===== config.mk =====
export PLATFORM = sky130hd
export DESIGN_NAME = xbus_arbiter
export DESIGN_NICKNAME = d
export VERILOG_FILES = /design/src/rtl/xbus_pkg.sv /design/src/rtl/xbus_rr_picker.sv /design/src/rtl/xbus_arbiter.sv
export SDC_FILE = /design/constraint.sdc
export NUM_CORES = 1
export LEC_CHECK = 0
export CAP_MARGIN = 25
export CORE_MARGIN = 8
export CORE_UTILIZATION = 50
export CTS_CLUSTER_DIAMETER = 120
export CTS_CLUSTER_SIZE = 25
export DETAILED_ROUTE_END_ITERATION = 12
export DONT_BUFFER_PORTS = 1
export MAX_ROUTING_LAYER = met4
export PLACE_DENSITY = 0.63
export SYNTH_ARGS = -nofsm -noshare
export SYNTH_HDL_FRONTEND = slang
export SYNTH_SLANG_ARGS = --single-unit

===== constraint.sdc =====
create_clock -name sig_clock -period 5.1 [get_ports sig_clock]
set_input_delay 1.02 -clock sig_clock [delete_from_list [all_inputs] [get_ports sig_clock]]
set_output_delay 1.02 -clock sig_clock [all_outputs]
set_load 0.02 [all_outputs]

===== src/rtl/xbus_pkg.sv =====
// Shared types and helpers for the XBus arbiter slice: FSM state encoding and
// address-phase size decoding.
package xbus_pkg;

    typedef enum logic [1:0] {
        IDLE = 2'd0,
        ARB  = 2'd1,
        ADDR = 2'd2,
        DATA = 2'd3
    } xbus_arb_state_e;

    localparam int XBUS_MAX_BEATS = 8;

    // sig_size encodes the burst length as a power of two: 1, 2, 4 or 8 beats.
    function automatic logic [3:0] size_to_beats(input logic [1:0] size);
        return 4'd1 << size;
    endfunction

endpackage


===== src/rtl/xbus_rr_picker.sv =====
// Combinational round-robin picker: selects the first asserted request at or
// after the pointer, wrapping cyclically through all N requesters.
module xbus_rr_picker #(
    parameter int N  = 2,
    parameter int PW = (N > 1) ? $clog2(N) : 1
) (
    input  logic [N-1:0]  req_i,
    input  logic [PW-1:0] ptr_i,
    output logic [N-1:0]  onehot_o,
    output logic [PW-1:0] idx_o,
    output logic          any_o
);

    logic [PW-1:0] cand;

    always_comb begin
        onehot_o = '0;
        idx_o    = '0;
        any_o    = 1'b0;
        cand     = '0;
        for (int i = 0; i < N; i++) begin
            cand = PW'((int'(ptr_i) + i) % N);
            if (!any_o && req_i[cand]) begin
                any_o          = 1'b1;
                idx_o          = cand;
                onehot_o[cand] = 1'b1;
            end
        end
    end

endmodule


===== src/rtl/xbus_arbiter.sv =====
// Central XBus arbiter and phase sequencer: round-robin grant in ARB, then
// tracks the address and data phases so the bus is re-arbitrated only when a transfer ends.
module xbus_arbiter
    import xbus_pkg::*;
#(
    parameter int NUM_MASTERS = 2,
    parameter int MAX_WAIT    = 16
) (
    input  logic                   sig_clock,
    input  logic                   sig_reset,
    input  logic [NUM_MASTERS-1:0] sig_request,
    input  logic                   sig_read,
    input  logic                   sig_write,
    input  logic [1:0]             sig_size,
    input  logic                   sig_wait,
    output logic                   sig_start,
    output logic [NUM_MASTERS-1:0] sig_grant,
    output logic                   sig_error,
    output logic [1:0]             arb_state
);

    localparam int PW = (NUM_MASTERS > 1) ? $clog2(NUM_MASTERS) : 1;
    localparam int WW = (MAX_WAIT > 0) ? $clog2(MAX_WAIT + 1) : 1;

    xbus_arb_state_e        state_q, state_d;
    logic [NUM_MASTERS-1:0] grant_q, grant_d;
    logic                   error_q, error_d;
    logic [PW-1:0]          rr_ptr_q, rr_ptr_d;
    logic [3:0]             beats_q, beats_d;
    logic [WW-1:0]          wait_q, wait_d;

    logic [NUM_MASTERS-1:0] pick_onehot;
    logic [PW-1:0]          pick_idx;
    logic                   pick_any;

    xbus_rr_picker #(
        .N  (NUM_MASTERS),
        .PW (PW)
    ) u_picker (
        .req_i    (sig_request),
        .ptr_i    (rr_ptr_q),
        .onehot_o (pick_onehot),
        .idx_o    (pick_idx),
        .any_o    (pick_any)
    );

    always_ff @(posedge sig_clock) begin
        if (!sig_reset) begin
            state_q  <= IDLE;
            grant_q  <= '0;
            error_q  <= 1'b0;
            rr_ptr_q <= '0;
            beats_q  <= '0;
            wait_q   <= '0;
        end else begin
            state_q  <= state_d;
            grant_q  <= grant_d;
            error_q  <= error_d;
            rr_ptr_q <= rr_ptr_d;
            beats_q  <= beats_d;
            wait_q   <= wait_d;
        end
    end

    always_comb begin
        state_d  = state_q;
        grant_d  = grant_q;
        error_d  = 1'b0;
        rr_ptr_d = rr_ptr_q;
        beats_d  = beats_q;
        wait_d   = wait_q;
        unique case (state_q)
            IDLE: state_d = ARB;
            ARB: begin
                if (pick_any) begin
                    state_d  = ADDR;
                    grant_d  = pick_onehot;
                    rr_ptr_d = (int'(pick_idx) == NUM_MASTERS - 1) ? '0 : pick_idx + PW'(1);
                end
            end
            ADDR: begin
                if (sig_read ^ sig_write) begin
                    state_d = DATA;
                    beats_d = size_to_beats(sig_size);
                    wait_d  = '0;
                end else begin
                    // NOP and read+write both abandon the transfer; only the latter is an error.
                    state_d = ARB;
                    grant_d = '0;
                    error_d = sig_read & sig_write;
                end
            end
            DATA: begin
                if (!sig_wait) begin
                    beats_d = beats_q - 4'd1;
                    wait_d  = '0;
                    if (beats_q == 4'd1) begin
                        state_d = ARB;
                        grant_d = '0;
                    end
                end else if (MAX_WAIT != 0 && wait_q == WW'(MAX_WAIT - 1)) begin
                    state_d = ARB;
                    grant_d = '0;
                    error_d = 1'b1;
                    wait_d  = '0;
                end else begin
                    wait_d = wait_q + WW'(1);
                end
            end
            default: state_d = IDLE;
        endcase
    end

    assign sig_start = (state_q == ARB);
    assign sig_grant = grant_q;
    assign sig_error = error_q;
    assign arb_state = state_q;

endmodule

==> key figures, run 1 <==
Cells and area
  – Nets: 128
  – Commonest cells after routing, fill and taps aside: dfxtp_1, nand2_1, nor2_1, a21oi_1, ha_1
  – Final instance area: 912 um2
  – Ant diodes: 0
  – Most common cell after layout, fill and taps aside: dfxtp_1
  – Fraction of layout cells with a size suffix above 1: 7.34%
  – Layout area overhead: 4.59%
  – Filler Cell Count: 166

Floorplan
  – Row cnt: 15
  – Die W: 57.8 um
  – Core Area: 0.00169 mm2
  – Die height: 57.8 um
  – IO Count: 15
  – Die area: 0.00334 mm2
  – Initial core utilization: 51.6%

Detailed routing
  – Post-DR wirelength/cell: 13.9 um
  – DRC viols: 0
  – Post-DRT Antenna Nets: 0
  – DR vias: 714
  – Vias/cell: 5.67
  – First-pass DRT Iterations: 4
  – Total Wirelength: 1750 um
  – Starting DRC count in detailed routing: 18

GRT
  – All-Layer GR Usage: 11.6%
  – Vias in the first global route: 698
  – Initial antenna violation count: 0
  – Grt ovf: 0
  – First-pass GRT wire length: 2970 um
  – Largest net degree at the start of global routing: 17

Flow run
  – Max-cap viol count: 0

Clocking
  – CTS clock-pin slew for the worst setup and hold paths: 0.08 ns
  – CTS max path bufs: 2
  – Num Clock Sinks: 15
  – H-tree levels: 1
  – # resized after CTS: 0
  – Hold buffer count at CTS: 0
  – Postcts setup bufs: 0
  – Total CTS buffers: 3
  – Root Buffer: clkbuf_4
  – CTS tree: done
  – Skew-Pair Late Insertion Delay: 0.28 ns

Timing
  – Final Critical Period: 2.30 ns
  – Fmax: 0.435 GHz
  – Setup TNS: 0 ns
  – Final hold violation count: 0
  – Slew @ Worst Pin: 0.502 ns
  – Relative slew slack: 65.5%
  – Final Skew: 0.00993 ns
  – Fin crit share: 45.1%
  – Worst setup margin: 2.80 ns
  – Final Slew Violations: 0
  – Final setup violation count: 0
  – RSZ-0062 raised after global routing: false

Synthesis
  – Syn Area/Cell: 8.15 um2
  – Syn Inst Count: 107
  – Yosys reg bits: 15
  – YS warnings: 0
  – Seq/Total Area, Yosys: 34.4%
  – Syn_nets: 125
  – Synthesized area: 872 um2
  – Synth unique cells: 27

Placement
  – Routability Congestion: 0.864
  – Pre-CTS setup slack: 2.75 ns
  – Post-DP HPWL: 1330 um
  – DP Area: 886 um2
  – # port buffers: 0

Setup path
  – WP data required: 4.08 ns
  – Critical Path AT: 1.28 ns
  – CP Cell Sequence: inv_1 > ha_1
  – Largest stage delay, worst path: 0.53 ns
  – Reg2reg setup slack: 2.97 ns
  – Endpoint class of the critical path: primary output
  – R2r worst-path depth: 5
  – Worst-path maximum fanout: 5
  – Setup crit start kind: flip-flop
  – Reg2reg end: beats_q[1]
  – CP max stage cell: dfxtp_1
  – CP Buf/Inv Count: 1
  – Worst R2R Start: arb_state[0]
  – CP delay by family, top: flip-flops
  – WS Path Type: flip-flop to primary output

Pwr
  – Max IR drop VDD: 129 uV
  – PnR Total Power: 0.240 mW
  – P_leak: 0.351 nW
  – Pwr per Cell Area: 263 mW/mm2

Status
  – Status: finished clean

Worst hold path
  – Hold Path Sink: wait_q[1]
  – Hold Path Origin: wait_q[1]
  – Worst Hold Class: flip-flop to flip-flop
  – Hold path cells: 2
tightest hold or removal path, delay by kind of cell, from the launching register on:
| kind | cells | cell delay [ns] |
|---|---|---|
| AOI/OAI and AO/OA | 1 | 0.05 |
| DFF | 1 | 0.33 |
| and+or+nand+nor | 1 | 0.06 |
per-layer routing:
| metal | global-route usage (%) | vias to the layer above | part of all wire, % |
|---|---|---|---|
| met3 | 3.31 | 2 | 6.0 |
| met5 | - | - | 0 |
| met1 | 13.7 | 317 | 49 |
| met2 | 17.5 | 13 | 45 |
| met4 | 6.29 | 0 | 0.68 |
| li1 | - | 382 | - |
cell usage after synthesis (all sizes together):
cell type / n / area share (%)
o21ba: 1 / 1.1
clkbuf: 2 / 0.86
a211o: 1 / 1.1
a21o: 1 / 1.0
and3b: 1 / 1.0
nand3: 8 / 4.6
or4: 2 / 1.7
a31oi: 2 / 1.4
a21oi: 9 / 5.2
nor2: 10 / 4.3
a211oi: 2 / 1.7
nor2b: 3 / 2.2
dfxtp: 15 / 34
xor2: 1 / 1.0
mux2: 1 / 1.3
ha: 9 / 13
a311oi: 1 / 1.0
inv: 5 / 2.2
o31a: 1 / 1.0
nor3: 5 / 2.9
nand2: 14 / 6.0
and2: 1 / 0.86
nor3b: 1 / 0.86
o21ai: 4 / 2.3
nand2b: 2 / 1.4
mux2i: 4 / 4.6
o2bb2ai: 1 / 1.0
metrics by stage:
stage | hold slack (ns) | cells | utilization [%]
floorplan | 0.442 | 107 | -
global placement | 0.476 | 122 | 52.4
CTS | 0.484 | 126 | 54.0
global route | 0.519 | 126 | 54.0
finish | 0.483 | 126 | 54.0
detailed placement | 0.474 | 122 | 52.4
cell families (layout without fill, tap and decap cells):
logic type	count (synthesis)	in the layout	synth area share, %
XOR/XNOR	1	1	1.00
buffers and inverters	7	9	3.01
multiplexers	5	5	5.88
flip-flops	15	15	34.4
AND/OR/NAND/NOR	47	47	25.8
adder cells (fa/ha/maj)	9	9	12.9
AO/OA/AOI/OAI	23	23	16.9
cell type report:
class	instances	area (um2)	share of cell area [%]
multi-input combinational	85	546	59.8
tap	17	21.3	2.33
sequential	15	300	32.9
inverter	5	18.8	2.06
clock buffer	4	26.3	2.88
sequential cells by signal, summed over array words and instances, names as in the netlist, named ones only:
signal	count
wait_q	5
beats_q	4
arb_state	2
sig_grant	2
sig_error	1
worst max-delay path by stage:
stage / start / endpoint / slack (ns) / depth (start not counted)
floorplan: sig_read / wait_q[3] / 2.93 / 4
global placement: sig_read / beats_q[1] / 2.80 / 4
detailed placement: sig_read / beats_q[1] / 2.75 / 4
CTS: arb_state[1] / sig_start / 2.78 / 2
global route: arb_state[1] / sig_start / 2.72 / 2
finish: arb_state[1] / sig_start / 2.80 / 2
power by group:
group          switching, mW  leakage, nW  internal [mW]
sequential           0.00947        0.122          0.122
combinational         0.0225        0.214         0.0169
clock                 0.0384       0.0150         0.0304
total                 0.0704        0.351          0.170
Power figures use the tool's default switching activity.
==> run 2, diff against run 1 <==
--- a/config.mk
+++ b/config.mk
@@ -13,7 +13,7 @@
 export DETAILED_ROUTE_END_ITERATION = 12
 export DONT_BUFFER_PORTS = 1
 export MAX_ROUTING_LAYER = met4
-export PLACE_DENSITY = 0.63
+export PLACE_DENSITY = 0.66
 export SYNTH_ARGS = -nofsm -noshare
 export SYNTH_HDL_FRONTEND = slang
 export SYNTH_SLANG_ARGS = --single-unit
==> constraint.sdc (replaced) <==
create_clock -name sig_clock -period 1.9 [get_ports sig_clock]
set_input_delay 0.38 -clock sig_clock [delete_from_list [all_inputs] [get_ports sig_clock]]
set_output_delay 0.38 -clock sig_clock [all_outputs]
set_load 0.02 [all_outputs]
==> key figures, run 2 (synthesis results as in run 1) <==
Cells and area
  – Most flops, register: wait_q
  – Nets: 132
  – Layout area overhead: 8.46%
  – Most common cell after layout, fill and taps aside: dfxtp_1
  – Filler Cell Count: 158
  – Fraction of layout cells with a size suffix above 1: 11.5%
  – Final cell count without fillers: 130
  – Final core occ: 56.0%
  – Top Registers: wait_q: 5 flops, beats_q: 4 flops
  – Ant diodes: 0
  – Max reg flops: 5
  – Commonest cells after routing, fill and taps aside: dfxtp_1, nand2_1, nor2_1, a21oi_1, ha_1

Detailed routing
  – Post-DRT Antenna Nets: 0
  – DR vias: 766
  – Total Wirelength: 1870 um
  – Vias/cell: 5.89
  – Post-DR wirelength/cell: 14.4 um
  – First-pass DRT Iterations: 4
  – DRC viols: 0
  – Starting DRC count in detailed routing: 17

Worst hold path
  – Worst Hold Class: input pin to flip-flop
  – Hold Path Origin: sig_request[1]
  – Hold path cells: 1

Setup path
  – Reg2reg end: beats_q[0]
  – Worst R2R Start: arb_state[0]
  – WP data required: 2.11 ns
  – Worst-path maximum fanout: 8
  – R2r worst-path depth: 6
  – Critical Path AT: 1.99 ns
  – Endpoint class of the critical path: flip-flop
  – Reg2reg setup slack: 0.12 ns
  – Setup crit start kind: flip-flop
  – WS Path Type: flip-flop to flip-flop

Floorplan
  – Die height: 57.8 um
  – Die W: 57.8 um
  – IO Count: 15
  – Initial core utilization: 51.6%
  – Core Area: 0.00169 mm2
  – Die area: 0.00334 mm2
  – Row cnt: 15

Pwr
  – P_leak: 0.373 nW
  – Switching Fraction: 28.6%
  – Combinational fraction of design power: 19.1%
  – Sequential share of power: 53.2%
  – Max IR drop VDD: 442 uV
  – Clock Power Share: 27.6%
  – PnR Total Power: 0.652 mW
  – Power Internal: 0.465 mW
  – Pwr per Cell Area: 689 mW/mm2
  – Switching power total: 0.187 mW

GRT
  – First-pass GRT wire length: 3380 um
  – Met3 Use GR: 4.42%
  – Grt ovf: 0
  – Initial antenna violation count: 0
  – Grt met2 use: 18.0%
  – Met1 global-route usage: 16.1%
  – Vias in the first global route: 744
  – Largest net degree at the start of global routing: 13
  – All-Layer GR Usage: 13.0%
  – Most Crowded Layer GR: met2

Timing
  – Fin crit share: 93.5%
  – Relative slew slack: 72.5%
  – Final Critical Period: 1.78 ns
  – Final Slew Violations: 0
  – Slew @ Worst Pin: 0.411 ns
  – Final setup violation count: 0
  – Final Skew: 0.00327 ns
  – RSZ-0062 raised after global routing: false
  – Fmax: 0.563 GHz
  – Final hold violation count: 0
  – Setup TNS: 0 ns

Clocking
  – Skew-Pair Late Insertion Delay: 0.28 ns
  – Hold buffer count at CTS: 0
  – Root Buffer: clkbuf_4
  – Total CTS buffers: 3
  – CTS clock-pin slew for the worst setup and hold paths: 0.09 ns
  – H-tree levels: 1
  – CTS tree: done
  – Num Clock Sinks: 15
  – CTS max path bufs: 2

Status
  – Status: finished clean

Placement
  – # port buffers: 0
  – Routability Congestion: 0.870
  – DP Cell Count: 126
  – Post-DP HPWL: 1440 um

Flow run
  – Max-cap viol count: 0
-- run 2: cell count changes in the layout (fill, tap and decap cells not counted) --
cell	previous run	this run
buf_4	0	4
mux2i_1	4	3
mux2i_2	0	1
-- run 2: critical path, stage by stage, from the launching register on --
cell     delay, ns
dfxtp_1       0.41
inv_1         0.10
ha_1          0.29
mux2i_2       0.23
a21oi_1       0.35
nand3_1       0.14
a31oi_1       0.18
-- run 2: metal layers --
metal	part of all wire [%]	routed length, um
met1	46	865
met2	43	806
met3	9.5	178
met4	1.2	23
met5	0	0
-- run 2: worst max-delay path by stage --
| stage | start | slack, ns | to | cells past startpoint |
|---|---|---|---|---|
| 3_5_place_dp | arb_state[0] | 0.1 | beats_q[0] | 6 |
| 4_1_cts | arb_state[0] | 0.09 | beats_q[0] | 6 |
| 2_1_floorplan | arb_state[1] | 0.02 | sig_grant[0] | 6 |
| 6_report | arb_state[0] | 0.12 | beats_q[0] | 6 |
| 5_1_grt | arb_state[0] | 0.002 | beats_q[3] | 6 |
| 3_3_place_gp | arb_state[0] | 0.19 | wait_q[3] | 5 |
-- run 2: repair_timing --
item                                    CTS  global route
endpoints found under the setup margin    0             6
buffers inserted                          0             0
resized for setup                         0             1
-- run 2: layout make-up --
type,instances,area [um2],area share (%)
clock buffers,4,26.3,2.78
inverters,5,18.8,1.98
multi-input cells,85,549,58.1
repair buffers,4,30.0,3.17
flip-flops and latches,15,300,31.7
well taps,17,21.3,2.25
-- run 2: stage by stage --
stage	cell area [um2]	hold slack [ns]	setup slack (ns)
after global placement	916	0.468	0.190
after detailed placement	916	0.478	0.0991
after floorplan	872	0.442	0.0220
final	946	0.211	0.124
after CTS	942	0.200	0.0889
after global routing	946	0.201	0.00211
-- run 2: power groups by stage --
stage	combinational [mW]	clock, mW	sequential (mW)
final	0.125	0.180	0.347
after global routing	0.141	0.208	0.350
after CTS	0.123	0.187	0.347
after detailed placement	0.123	0	0.354
after global placement	0.123	0	0.354
after floorplan	0.0886	0	0.357
==> run 3, diff against run 2 <==
--- a/config.mk
+++ b/config.mk
@@ -6,7 +6,7 @@
 export NUM_CORES = 1
 export LEC_CHECK = 0
 export CAP_MARGIN = 25
-export CORE_MARGIN = 8
+export CORE_MARGIN = 5
 export CORE_UTILIZATION = 50
 export CTS_CLUSTER_DIAMETER = 120
 export CTS_CLUSTER_SIZE = 25
==> key figures, run 3 (synthesis results as in run 1) <==
Status
  – Status: finished clean

Floorplan
  – Die height: 51.8 um
  – Die W: 51.8 um
  – Row cnt: 15
  – Initial core utilization: 51.6%
  – Die area: 0.00268 mm2
  – Core Area: 0.00169 mm2
  – IO Count: 15

Setup path
  – Worst-path maximum fanout: 8
  – Reg2reg setup slack: 0.14 ns
  – R2r worst-path depth: 5
  – Setup crit start kind: flip-flop
  – Critical Path AT: 1.99 ns
  – Worst setup path start: arb_state[0]
  – WP data required: 2.13 ns
  – Reg2reg end: wait_q[3]
  – CP Cell Sequence: inv_1 > ha_1 > mux2i_2 > or4_1 > a31oi_1
  – Worst R2R Start: arb_state[0]
  – Largest stage delay, worst path: 0.52 ns
  – Endpoint class of the critical path: flip-flop
  – WS Path Type: flip-flop to flip-flop
  – CP max stage cell: or4_1
  – Crit path capture: wait_q[3]

Pwr
  – Switching Fraction: 29.7%
  – Clock Power Share: 28.2%
  – P_leak: 0.375 nW
  – Max IR drop VDD: 433 uV
  – Switching power total: 0.196 mW
  – Combinational fraction of design power: 18.9%
  – Pwr per Cell Area: 694 mW/mm2
  – PnR Total Power: 0.658 mW
  – Power Internal: 0.462 mW
  – Sequential share of power: 52.9%

Detailed routing
  – DRC viols: 0
  – Vias/cell: 5.88
  – DR vias: 765
  – Post-DRT Antenna Nets: 0
  – Total Wirelength: 1800 um
  – Post-DR wirelength/cell: 13.8 um
  – Starting DRC count in detailed routing: 10
  – First-pass DRT Iterations: 4

GRT
  – First-pass GRT wire length: 3020 um
  – All-Layer GR Usage: 15.2%
  – Grt ovf: 0
  – Initial antenna violation count: 0
  – Grt met2 use: 25.6%
  – Largest net degree at the start of global routing: 14
  – Most Crowded Layer GR: met2
  – Vias in the first global route: 714
  – Met3 Use GR: 5.73%
  – Met1 global-route usage: 16.9%

Timing
  – Setup TNS: 0 ns
  – Final Slew Violations: 0
  – Final hold violation count: 0
  – Slew @ Worst Pin: 0.394 ns
  – Final Critical Period: 1.76 ns
  – RSZ-0062 raised after global routing: false
  – Final setup violation count: 0
  – Final Skew: 0.00699 ns
  – Hold Slack: 0.202 ns
  – Relative slew slack: 73.7%
  – Fin crit share: 92.8%
  – Fmax: 0.567 GHz

Cells and area
  – Most flops, register: wait_q
  – Most common cell after layout, fill and taps aside: dfxtp_1
  – Ant diodes: 0
  – Nets: 132
  – Max reg flops: 5
  – Commonest cells after routing, fill and taps aside: dfxtp_1, nand2_1, nor2_1, a21oi_1, ha_1
  – Final core occ: 56.1%
  – Layout area overhead: 8.61%
  – Fraction of layout cells with a size suffix above 1: 12.4%
  – Filler Cell Count: 173
  – Top Registers: wait_q: 5 flops, beats_q: 4 flops
  – Final cell count without fillers: 130

Clocking
  – CTS tree: done
  – Root Buffer: clkbuf_4
  – CTS clock-pin slew for the worst setup and hold paths: 0.09 ns
  – Num Clock Sinks: 15
  – H-tree levels: 1
  – Skew-Pair Late Insertion Delay: 0.29 ns
  – Total CTS buffers: 3
  – CTS max path bufs: 2

Placement
  – Routability Congestion: 0.838
  – # port buffers: 0
  – DP Cell Count: 126
  – Post-DP HPWL: 1380 um

Flow run
  – Max-cap viol count: 0

Worst hold path
  – Hold Path Origin: sig_request[1]
  – Worst Hold Class: input pin to flip-flop
-- run 3: cell count changes in the layout (fill, tap and decap cells not counted), sizes merged --
cell    previous run  this run
clkbuf             4         3
clkinv             0         1
-- run 3: repair_timing --
item,CTS,global route
setup buffers,0,0
gates resized for setup,0,1
endpoints found under the setup margin,0,5
hold buffers,0,0
-- run 3: worst min-delay path by stage --
stage                end  slack [ns]  depth (start not counted)
2_1_floorplan  wait_q[4]        0.44                          2
3_3_place_gp   wait_q[1]        0.47                          2
3_5_place_dp   wait_q[4]        0.47                          2
4_1_cts        flip-flop        0.19                          1
5_1_grt        flip-flop        0.20                          1
6_report       flip-flop        0.20                          1
-- run 3: worst max-delay path, delay by kind of cell (launching register included) --
kind	cells	cell delay, ns
AO/OA/AOI/OAI	1	0.13
multiplexers	1	0.23
adder cells (fa/ha/maj)	1	0.30
AND/OR/NAND/NOR	1	0.52
buffers and inverters	1	0.11
flip-flops	1	0.43
-- run 3: final cells by class --
class                   count  area [um2]  share of cell area, %
inverters                   5        18.8                   1.98
repair buffers              4        30.0                   3.17
clock inverters             1        5.00                  0.528
well taps                  17        21.3                   2.25
multi-input cells          85         549                   58.0
clock buffers               3        22.5                   2.38
flip-flops and latches     15         300                   31.7
-- run 3: metal layers --
| layer | routed length [um] | up-vias |
|---|---|---|
| li1 | - | 391 |
| met1 | 829 | 345 |
| met2 | 831 | 25 |
| met3 | 116 | 4 |
| met4 | 19 | 0 |
| met5 | 0 | - |
-- run 3: through the flow --
step	instance area [um2]	setup slack, ns
final	947	0.136
after global routing	947	0.00424
after CTS	943	0.101
after detailed placement	916	0.103
after global placement	916	0.170
after floorplan	872	0.0220
-- run 3: power groups by stage --
stage | Combinational (mW) | Clock (mW) | Sequential, mW
after floorplan | 0.0886 | 0 | 0.357
after global placement | 0.122 | 0 | 0.354
after detailed placement | 0.122 | 0 | 0.355
after CTS | 0.123 | 0.192 | 0.348
after global routing | 0.138 | 0.205 | 0.350
final | 0.124 | 0.186 | 0.348
